### src/rtl/chunked_carry_adder_pkg.sv
// Shared encodings for the chunked carry adder: FSM states and operation modes.
package chunked_carry_adder_pkg;

   typedef enum logic [1:0] {
      IDLE = 2'd0,
      RUN  = 2'd1,
      DONE = 2'd2
   } state_e;

   localparam logic MODE_ADD = 1'b0;
   localparam logic MODE_SUB = 1'b1;

endpackage

### src/rtl/chunked_carry_adder_chunk.sv
// Combinational W-bit ripple adder for one chunk; also reports the carry into its top bit.
module chunk_adder #(
   parameter int W = 8
) (
   input  logic [W-1:0] a,
   input  logic [W-1:0] b,
   input  logic         cin,
   output logic [W-1:0] sum,
   output logic         cout,
   output logic         msb_cin
);

   logic [W:0] total;

   assign total   = {1'b0, a} + {1'b0, b} + {{W{1'b0}}, cin};
   assign sum     = total[W-1:0];
   assign cout    = total[W];
   // Top sum bit is a^b^carry_in at that position, so the carry can be recovered from it.
   assign msb_cin = sum[W-1] ^ a[W-1] ^ b[W-1];

endmodule

### src/rtl/chunked_carry_adder.sv
// Multi-cycle adder/subtractor: CHUNKBITS per clock, carry rippled through a register.
// Optional signed-overflow output enabled by CHUNKED_ADDER_OVERFLOW_EN.
module chunked_carry_adder
   import chunked_carry_adder_pkg::*;
#(
   parameter int NUMBITS   = 32,
   parameter int CHUNKBITS = 8
) (
   input  logic               clk,
   input  logic               reset,
   input  logic               in_valid,
   output logic               in_ready,
   input  logic [NUMBITS-1:0] A,
   input  logic [NUMBITS-1:0] B,
   input  logic               carryin,
   input  logic               mode,
   output logic               out_valid,
   input  logic               out_ready,
   output logic [NUMBITS-1:0] result,
   output logic               carryout
`ifdef CHUNKED_ADDER_OVERFLOW_EN
   ,
   output logic               overflow
`endif
);

   localparam int NCHUNKS = NUMBITS / CHUNKBITS;
   localparam int IDXW    = (NCHUNKS > 1) ? $clog2(NCHUNKS) : 1;
   localparam logic [IDXW-1:0] LAST_IDX = IDXW'(NCHUNKS - 1);

   state_e              state_q, state_d;
   logic [IDXW-1:0]     idx_q, idx_d;
   logic                carry_q, carry_d;
   logic [NUMBITS-1:0]  a_q, a_d;
   logic [NUMBITS-1:0]  b_q, b_d;
   logic [NUMBITS-1:0]  result_q, result_d;
   logic                carryout_q, carryout_d;

   logic [CHUNKBITS-1:0] a_slice, b_slice, chunk_sum;
   logic                 chunk_cout, chunk_msb_cin;
   logic                 accept;

   // One adder shared by every chunk; the index selects which slice it sees.
   assign a_slice = a_q[int'(idx_q) * CHUNKBITS +: CHUNKBITS];
   assign b_slice = b_q[int'(idx_q) * CHUNKBITS +: CHUNKBITS];

   chunk_adder #(.W(CHUNKBITS)) u_chunk (
      .a       (a_slice),
      .b       (b_slice),
      .cin     (carry_q),
      .sum     (chunk_sum),
      .cout    (chunk_cout),
      .msb_cin (chunk_msb_cin)
   );

   assign out_valid = (state_q == DONE);
   assign in_ready  = (state_q == IDLE) || ((state_q == DONE) && out_ready);
   assign accept    = in_valid && in_ready;
   assign result    = result_q;
   assign carryout  = carryout_q;

`ifdef CHUNKED_ADDER_OVERFLOW_EN
   logic overflow_q, overflow_d;
   assign overflow = overflow_q;
`endif

   always_comb begin
      state_d    = state_q;
      idx_d      = idx_q;
      carry_d    = carry_q;
      a_d        = a_q;
      b_d        = b_q;
      result_d   = result_q;
      carryout_d = carryout_q;
`ifdef CHUNKED_ADDER_OVERFLOW_EN
      overflow_d = overflow_q;
`endif
      case (state_q)
         RUN: begin
            result_d[int'(idx_q) * CHUNKBITS +: CHUNKBITS] = chunk_sum;
            carry_d = chunk_cout;
            idx_d   = idx_q + 1'b1;
            if (idx_q == LAST_IDX) begin
               carryout_d = chunk_cout;
`ifdef CHUNKED_ADDER_OVERFLOW_EN
               overflow_d = chunk_msb_cin ^ chunk_cout;
`endif
               state_d = DONE;
            end
         end
         DONE: begin
            if (out_ready && !in_valid) state_d = IDLE;
         end
         default: ;
      endcase
      // Accept overrides DONE retirement so a back-to-back op starts without a bubble.
      if (accept) begin
         a_d        = A;
         b_d        = (mode == MODE_SUB) ? ~B : B;
         carry_d    = (mode == MODE_SUB) ? 1'b1 : carryin;
         result_d   = '0;
         carryout_d = 1'b0;
`ifdef CHUNKED_ADDER_OVERFLOW_EN
         overflow_d = 1'b0;
`endif
         idx_d      = '0;
         state_d    = RUN;
      end
   end

   always_ff @(posedge clk) begin
      if (reset) begin
         state_q    <= IDLE;
         idx_q      <= '0;
         carry_q    <= 1'b0;
         a_q        <= '0;
         b_q        <= '0;
         result_q   <= '0;
         carryout_q <= 1'b0;
`ifdef CHUNKED_ADDER_OVERFLOW_EN
         overflow_q <= 1'b0;
`endif
      end else begin
         state_q    <= state_d;
         idx_q      <= idx_d;
         carry_q    <= carry_d;
         a_q        <= a_d;
         b_q        <= b_d;
         result_q   <= result_d;
         carryout_q <= carryout_d;
`ifdef CHUNKED_ADDER_OVERFLOW_EN
         overflow_q <= overflow_d;
`endif
      end
   end

`ifndef CHUNKED_ADDER_OVERFLOW_EN
   // Carry into the MSB only feeds the optional overflow flag.
   logic unused_msb_cin;
   assign unused_msb_cin = chunk_msb_cin;
`endif

endmodule
### config.mk
export PLATFORM = sky130hd
export DESIGN_NAME = chunked_carry_adder
export DESIGN_NICKNAME = d
export VERILOG_FILES = /design/src/rtl/chunked_carry_adder_pkg.sv /design/src/rtl/chunked_carry_adder_chunk.sv /design/src/rtl/chunked_carry_adder.sv
export SDC_FILE = /design/constraint.sdc
export NUM_CORES = 1
export LEC_CHECK = 0
export ABC_AREA = 0
export CORE_ASPECT_RATIO = 0.9
export CORE_MARGIN = 4
export CORE_UTILIZATION = 30
export DETAILED_ROUTE_END_ITERATION = 6
export GPL_ROUTABILITY_DRIVEN = 0
export PLACE_DENSITY = 0.57
export SLEW_MARGIN = 20
export SYNTH_ARGS = -nofsm -noshare
export SYNTH_HDL_FRONTEND = slang
export SYNTH_SLANG_ARGS = --single-unit
### constraint.sdc
create_clock -name clk -period 8.2 [get_ports clk]
set_input_delay 0.82 -clock clk [delete_from_list [all_inputs] [get_ports clk]]
set_output_delay 0.82 -clock clk [all_outputs]
set_load 0.02 [all_outputs]
==> results.md, run 1 <==
- Final Hold Viols: 0
- Postcts setup bufs: 0
- Sequential share of power: between 40% and 50%
- RR Startpoint: idx_q[0]$_SDFFE_PP0P_
- Largest family of logic cells by synthesized area: compound AO/OA/AOI/OAI gates
- Drt wl/cell: about 15 um
- Clk sink count: a little over 100
- CTS Root Cell: clkbuf_16
- Layout cell share with drive strength beyond 1: between 8 and 9%
- # IOs: 105
- Total power: ~1.3 mW
- P_int: approximately 0.9 mW
- Post-synthesis compound-gate area fraction: ~18%
- H-tree depth: 3
- WP data arrival: ~3.5 ns
- Final wirelength: approximately 12,000 um
- N_diodes: 0
- First-pass GRT wire length: about 19,000 um
- Initial antenna violation count: 0
- Status: finished, final reports clean
- Post-DP HPWL: between 8000 and 9000 um
- Crit path buf inv count: 1
- Crit path launch type: flip-flop
- Cell area after synthesis: ~4700 um^2
- Worst-path cell chain: buf_4 > mux4_2 > fa_1 > fa_1 > a21o_1 > a221oi_2 > xnor2_1 > a22oi_1 > nor2_1
- Pin count of the biggest net entering global routing: between 90 and 100
- Die X: 140 um
- Fmax: 308 MHz
- Slowest CP cell: mux4_2
- TritonCTS clock tree: yes
- Final Slew Violations: 0
- Comb pwr share: a little over a quarter
- Switching Share: a little under a third
- Synth Area in Simple Gates: about 14%
- Initial core utilization: between 30% and 40%
- EDFF count, synth: 0
- Area share of the largest cell type after synthesis: 43.3%
- Slew margin rel.: a little over two fifths
- Hold buffers post-CTS: 0
- Adder-cell share of the synthesized area: under 10%
- Crit path max fanout: 23
- Critical Path RT: 8.40 ns
- Final worst-path cycle share: approximately 40%
- Post-Synth XOR/XNOR Area: 7.06%
- CP top delay family: adder cells
- Final cell count without fillers: between 700 and 800
- Pleak: approximately 2.1 nW
- Antenna violation net count after detailed routing: 0
- Final Core Density: between 30% and 40%
- Via Count: between 3,000 and 4,000
- Timing endpoint of the critical path: result[6]$_SDFFE_PP0P_
- Placed cells: 765
- DR vias/cell: 4.73
- Worst setup EP type: flip-flop
- Post-synth cell types: 35
- Worst hold path class: flip-flop to flip-flop
- Vias in the first global route: 3,698
- Reg2reg path depth: 9
- Yosys reg bits: around 100
- DRT Pass-1 Iters: 5
- Max-Cap Viols: 0
- Die Height: between 100 and 150 um
- IO Port Bufs: ~100
- Worst-Skew Late Latency: ~0.34 ns
- Worst path depth: 9
- Ranking of synthesized cells by area: dfxtp_1 (43%), mux4_2 (7.6%), xnor2_1 (6.7%)
- Most frequent CP cell: fa_1
- R2r setup slk: between 4 and 5 ns
- Most common cell in the netlist: dfxtp_1
- Post-synthesis async set-or-reset flop share: 0%
- Total gr overflow: 0
- Core area: roughly 15,000 um^2
- CP Launch Point: idx_q[0]$_SDFFE_PP0P_
- CTS Buf Count: 9
- # DRC: 0
- Fin nets: approximately 660
- CTS resizes: 0
- Syn Nets: ~580
- CP Class: flip-flop to flip-flop
- Final Setup Violations: 0
- DRT iter0 DRCs: 201
- Setup_tns: 0 ns
- Synthesis-to-layout area growth: 29.2%
- Power Dens Cells: roughly 210 nW/um^2
- Syn_area_per_cell: ~9.6 um^2
- GR Util All Layers: between 10% and 20%
- RSZ-0062 raised after global routing: false
- Clock transition at path regs: 0.07 ns
- Worst-margin pin slew: about 0.87 ns
- Row cnt: 43
- Register area share after synthesis: a little over two fifths
- Leading area contributor after synthesis: dfxtp_1
- YS warnings: 0
- Clock network fraction of total power: roughly 30%
- Worst Skew: about 0.005 ns
- Switching Power: ~0.40 mW
- Die area: roughly 18,000 um^2
- Worst IR Drop VDD: 0.127 mV
- Slowest stage delay, CP: just under 0.6 ns
- CTS max path bufs: 2
- Hold path depth: 2
- Top cells by count, synth: dfxtp_1 (102), nand2_1 (74), nor2_1 (62)
- Post-synthesis mux area share: about 7.6%
- Primary FF master, synth: dfxtp_1
- Worst r2r dst: result[6]$_SDFFE_PP0P_
- Min cycle time layout: 3.25 ns
- Synthesized instance count: just under 500
-- worst min-delay path by stage --
stage                                       to                 start  slack, ns
final                      a_q[0]$_SDFFE_PP0P_   a_q[0]$_SDFFE_PP0P_       0.45
after global routing      a_q[17]$_SDFFE_PP0P_  a_q[17]$_SDFFE_PP0P_       0.48
after CTS                  a_q[0]$_SDFFE_PP0P_   a_q[0]$_SDFFE_PP0P_       0.46
after detailed placement   a_q[0]$_SDFFE_PP0P_   a_q[0]$_SDFFE_PP0P_       0.45
after global placement    a_q[16]$_SDFFE_PP0P_  a_q[16]$_SDFFE_PP0P_       0.44
after floorplan           a_q[16]$_SDFFE_PP0P_  a_q[16]$_SDFFE_PP0P_       0.43
-- metrics by stage --
step / instance area (um^2) / setup slack (ns) / hold slack [ns]
floorplan: 4720 / 5.06 / 0.433
global placement: 5820 / 4.47 / 0.443
detailed placement: 5820 / 4.71 / 0.447
CTS: 6090 / 4.70 / 0.457
global route: 6090 / 4.72 / 0.482
finish: 6090 / 4.95 / 0.454
-- cells by family after synthesis --
logic type                 count (synthesis)
buffers and inverters                     38
adders and majority gates                 18
muxes                                     16
AOI/OAI and AO/OA                        127
and+or+nand+nor                          151
xor gates and xnor gates                  38
DFF                                      102
-- state kept, by name (all words and copies together) (netlist names) --
name and cells:
b_q 32, result 32, carry_q 1, state_q 2, carryout 1, a_q 32, idx_q 2
-- final cells by class --
class / instances / area [um^2]
tap: 202 / 253
clock inverter: 4 / 22.5
fill: 1473 / 9350
clock buffer: 12 / 246
multi-input combinational: 350 / 2460
inverter: 4 / 15.0
timing repair buffer: 107 / 1050
sequential: 102 / 2040
-- power by group through the flow --
stage | sequential, mW | combinational, mW | clock [mW]
CTS | 0.570 | 0.342 | 0.399
global placement | 0.579 | 0.332 | 0
floorplan | 0.575 | 0.248 | 0
finish | 0.570 | 0.339 | 0.390
global route | 0.575 | 0.377 | 0.420
detailed placement | 0.580 | 0.342 | 0
-- worst reg2reg max path, stage by stage, from the launching register on --
cell and delay (ns):
dfxtp_1 0.31, buf_4 0.37, mux4_2 0.61, fa_1 0.47, fa_1 0.42, a21o_1 0.22
a221oi_2 0.28, xnor2_1 0.19, a22oi_1 0.19, nor2_1 0.06
-- routing by layer --
metal  vias up  share of wire [%]  global-route usage [%]
met5         -                  0                       0
met4         0               0.97                    3.36
met1      1686                 46                    17.5
met3        13                6.5                    3.58
met2       101                 46                    21.8
li1       1895                  -                       -
-- cell usage in the layout (no fill, tap or decap), types with 3 or more instances in the layout --
master / Yosys / routed
nand2_2: 2 / 3
nor2_1: 62 / 62
dfxtp_1: 102 / 101
o21ai_0: 6 / 6
mux4_2: 16 / 16
clkbuf_16: 0 / 9
clkdlybuf4s50_1: 0 / 102
ha_1: 16 / 16
a21oi_1: 45 / 45
nor4b_4: 3 / 3
a22oi_1: 28 / 28
a211oi_1: 33 / 33
a21o_1: 5 / 5
buf_4: 0 / 3
inv_1: 4 / 4
nand2_1: 74 / 73
xnor2_1: 36 / 36
clkinv_2: 0 / 3
Power figures use the tool's default switching activity.
==> run 2: changes to the inputs <==
==> constraint.sdc (replaced) <==
create_clock -name clk -period 3.4 [get_ports clk]
set_input_delay 0.34 -clock clk [delete_from_list [all_inputs] [get_ports clk]]
set_output_delay 0.34 -clock clk [all_outputs]
set_load 0.02 [all_outputs]
==> results.md, run 2 (same netlist as run 1, synthesis figures left out) <==
- Pin count of the biggest net entering global routing: just under 100
- Max-Cap Viols: 0
- Worst hold slack: approximately 0.45 ns
- Antenna violation net count after detailed routing: 0
- Critical Path RT: around 3.6 ns
- WP data arrival: around 3.1 ns
- Hold buffers post-CTS: 0
- Final worst-path cycle share: a little under nine tenths
- Drt wl/cell: between 15 and 20 um
- Min cycle time layout: just under 3 ns
- H-tree depth: 3
- Worst-margin pin slew: around 0.86 ns
- Post-placement cell area: roughly 5900 um^2
- Row cnt: 43
- CTS Buf Count: 9
- First-pass GRT wire length: 19,600 um
- DRT Pass-1 Iters: 4
- Status: finished, final reports clean
- Fin nets: 667
- Design area: 6160 um^2
- Worst hold path class: flip-flop to flip-flop
- Die X: 140 um
- Worst setup EP type: flip-flop
- Crit path launch type: flip-flop
- Die Height: about 130 um
- Pre-CTS setup slack: between 0.5 and 0.6 ns
- Post-DP HPWL: 9210 um
- Slew margin rel.: between 40% and 50%
- Total gr overflow: 0
- Worst Skew: approximately 0.0065 ns
- Pleak: ~2.2 nW
- # DRC: 0
- Slowest stage delay, CP: 0.54 ns
- Commonest cells after routing, fill and taps aside: dfxtp_1 (102), clkdlybuf4s50_1 (102), nand2_1 (74)
- Postcts setup bufs: 0
- Power Dens Cells: around 520 nW/um^2
- Most frequent CP cell: fa_1
- Via Count: approximately 3,700
- Final Slew Violations: 0
- Core area: roughly 15,000 um^2
- GR Util All Layers: 13.7%
- Worst-path cell chain: mux4_2 > fa_1 > fa_1 > a21o_1 > a221oi_2 > xnor2_1 > a22oi_1 > nor2_1
- DRT iter0 DRCs: 192
- Clock transition at path regs: 0.07 ns
- Crit path max fanout: 4
- Vias in the first global route: 3,740
- N_diodes: 0
- DR vias/cell: around 4.8
- Slowest CP cell: mux4_2
- IO Port Bufs: between 100 and 150
- CTS Root Cell: clkbuf_16
- Slack of the critical path: approximately 0.48 ns
- Synthesis-to-layout area growth: 30.5%
- Fmax: 343 MHz
- Total power: 3.19 mW
- CTS resizes: 0
- Layout cell share with drive strength beyond 1: 8.90%
- Setup_tns: 0 ns
- CTS max path bufs: 2
- CP Class: flip-flop to flip-flop
- Final Hold Viols: 0
- Final Setup Violations: 0
- Initial antenna violation count: 0
- TritonCTS clock tree: yes
- # IOs: 105
- Die area: roughly 18,000 um^2
- Final wirelength: about 12,000 um
- Initial core utilization: 30.5%
- Clk sink count: a little over 100
- Worst IR Drop VDD: ~0.24 mV
- RSZ-0062 raised after global routing: false
- Worst-Skew Late Latency: roughly 0.35 ns
## run 2: cell count changes in the layout (fill, tap and decap cells not counted)
cell,delta
buf_12,+1
clkinv_2,-2
dfxtp_1,+1
nand2b_2,-1
inv_6,+1
dfxtp_2,-1
clkbuf_8,+1
buf_4,+4
clkinv_4,+1
nand2b_1,+1
nand2_1,+1
clkbuf_1,-1
nand2_2,-1
## run 2: worst max-delay path: cells and delay by family, from the launching register on
kind                     cells  cell delay (ns)
AO/OA/AOI/OAI                3             0.69
XOR/XNOR                     1             0.18
adder cells (fa/ha/maj)      2             0.89
flip-flops                   1             0.41
multiplexers                 1             0.54
AND/OR/NAND/NOR              1             0.06
## run 2: power breakdown
group | leakage, nW | switching (mW) | total, mW | internal [mW]
Sequential | 0.835 | 0.0650 | 1.38 | 1.31
Clock | 0.139 | 0.447 | 0.987 | 0.540
Combinational | 1.20 | 0.470 | 0.832 | 0.362
Total | 2.17 | 0.982 | 3.19 | 2.21
## run 2: routing by layer
metal / track usage [%] / vias to the layer above / wire [um]
li1: - / 1900 / -
met1: 18.1 / 1736 / 5680
met2: 22.4 / 95 / 5580
met3: 3.66 / 12 / 655
met4: 3.53 / 0 / 161
met5: 0 / - / 0
## run 2: per-stage QoR
stage,std cells,utilization (%)
after floorplan,490,-
final,786,39.9
after global placement,770,38.0
after CTS,786,39.9
after detailed placement,770,38.0
after global routing,786,39.9
## run 2: cell type report
cell class              count  area (um^2)
flip-flops and latches    102         2040
clock buffers              12          256
well taps                 202          253
repair buffers            112         1100
multi-input cells         350         2460
fillers                  1501         9290
inverters                   4         15.0
clock inverters             4         30.0
## run 2: path summary, 6_finish.rpt
check | start | endpoint | slack, ns | cells after the start
setup / recovery | idx_q[0]$_SDFFE_PP0P_ | result[6]$_SDFFE_PP0P_ | 0.48 | 8
hold reg to reg | a_q[17]$_SDFFE_PP0P_ | a_q[17]$_SDFFE_PP0P_ | 0.45 | 2
setup reg to reg | idx_q[0]$_SDFFE_PP0P_ | result[6]$_SDFFE_PP0P_ | 0.48 | 8
hold / removal | a_q[17]$_SDFFE_PP0P_ | a_q[17]$_SDFFE_PP0P_ | 0.45 | 2
==> run 3: changes to the inputs <==
--- a/config.mk
+++ b/config.mk
@@ -12,7 +12,6 @@
 export DETAILED_ROUTE_END_ITERATION = 6
 export GPL_ROUTABILITY_DRIVEN = 0
 export PLACE_DENSITY = 0.57
-export SLEW_MARGIN = 20
 export SYNTH_ARGS = -nofsm -noshare
 export SYNTH_HDL_FRONTEND = slang
 export SYNTH_SLANG_ARGS = --single-unit
==> results of run 3 <==
No change in the layout: final DEF, timing and power equal those of run 2.
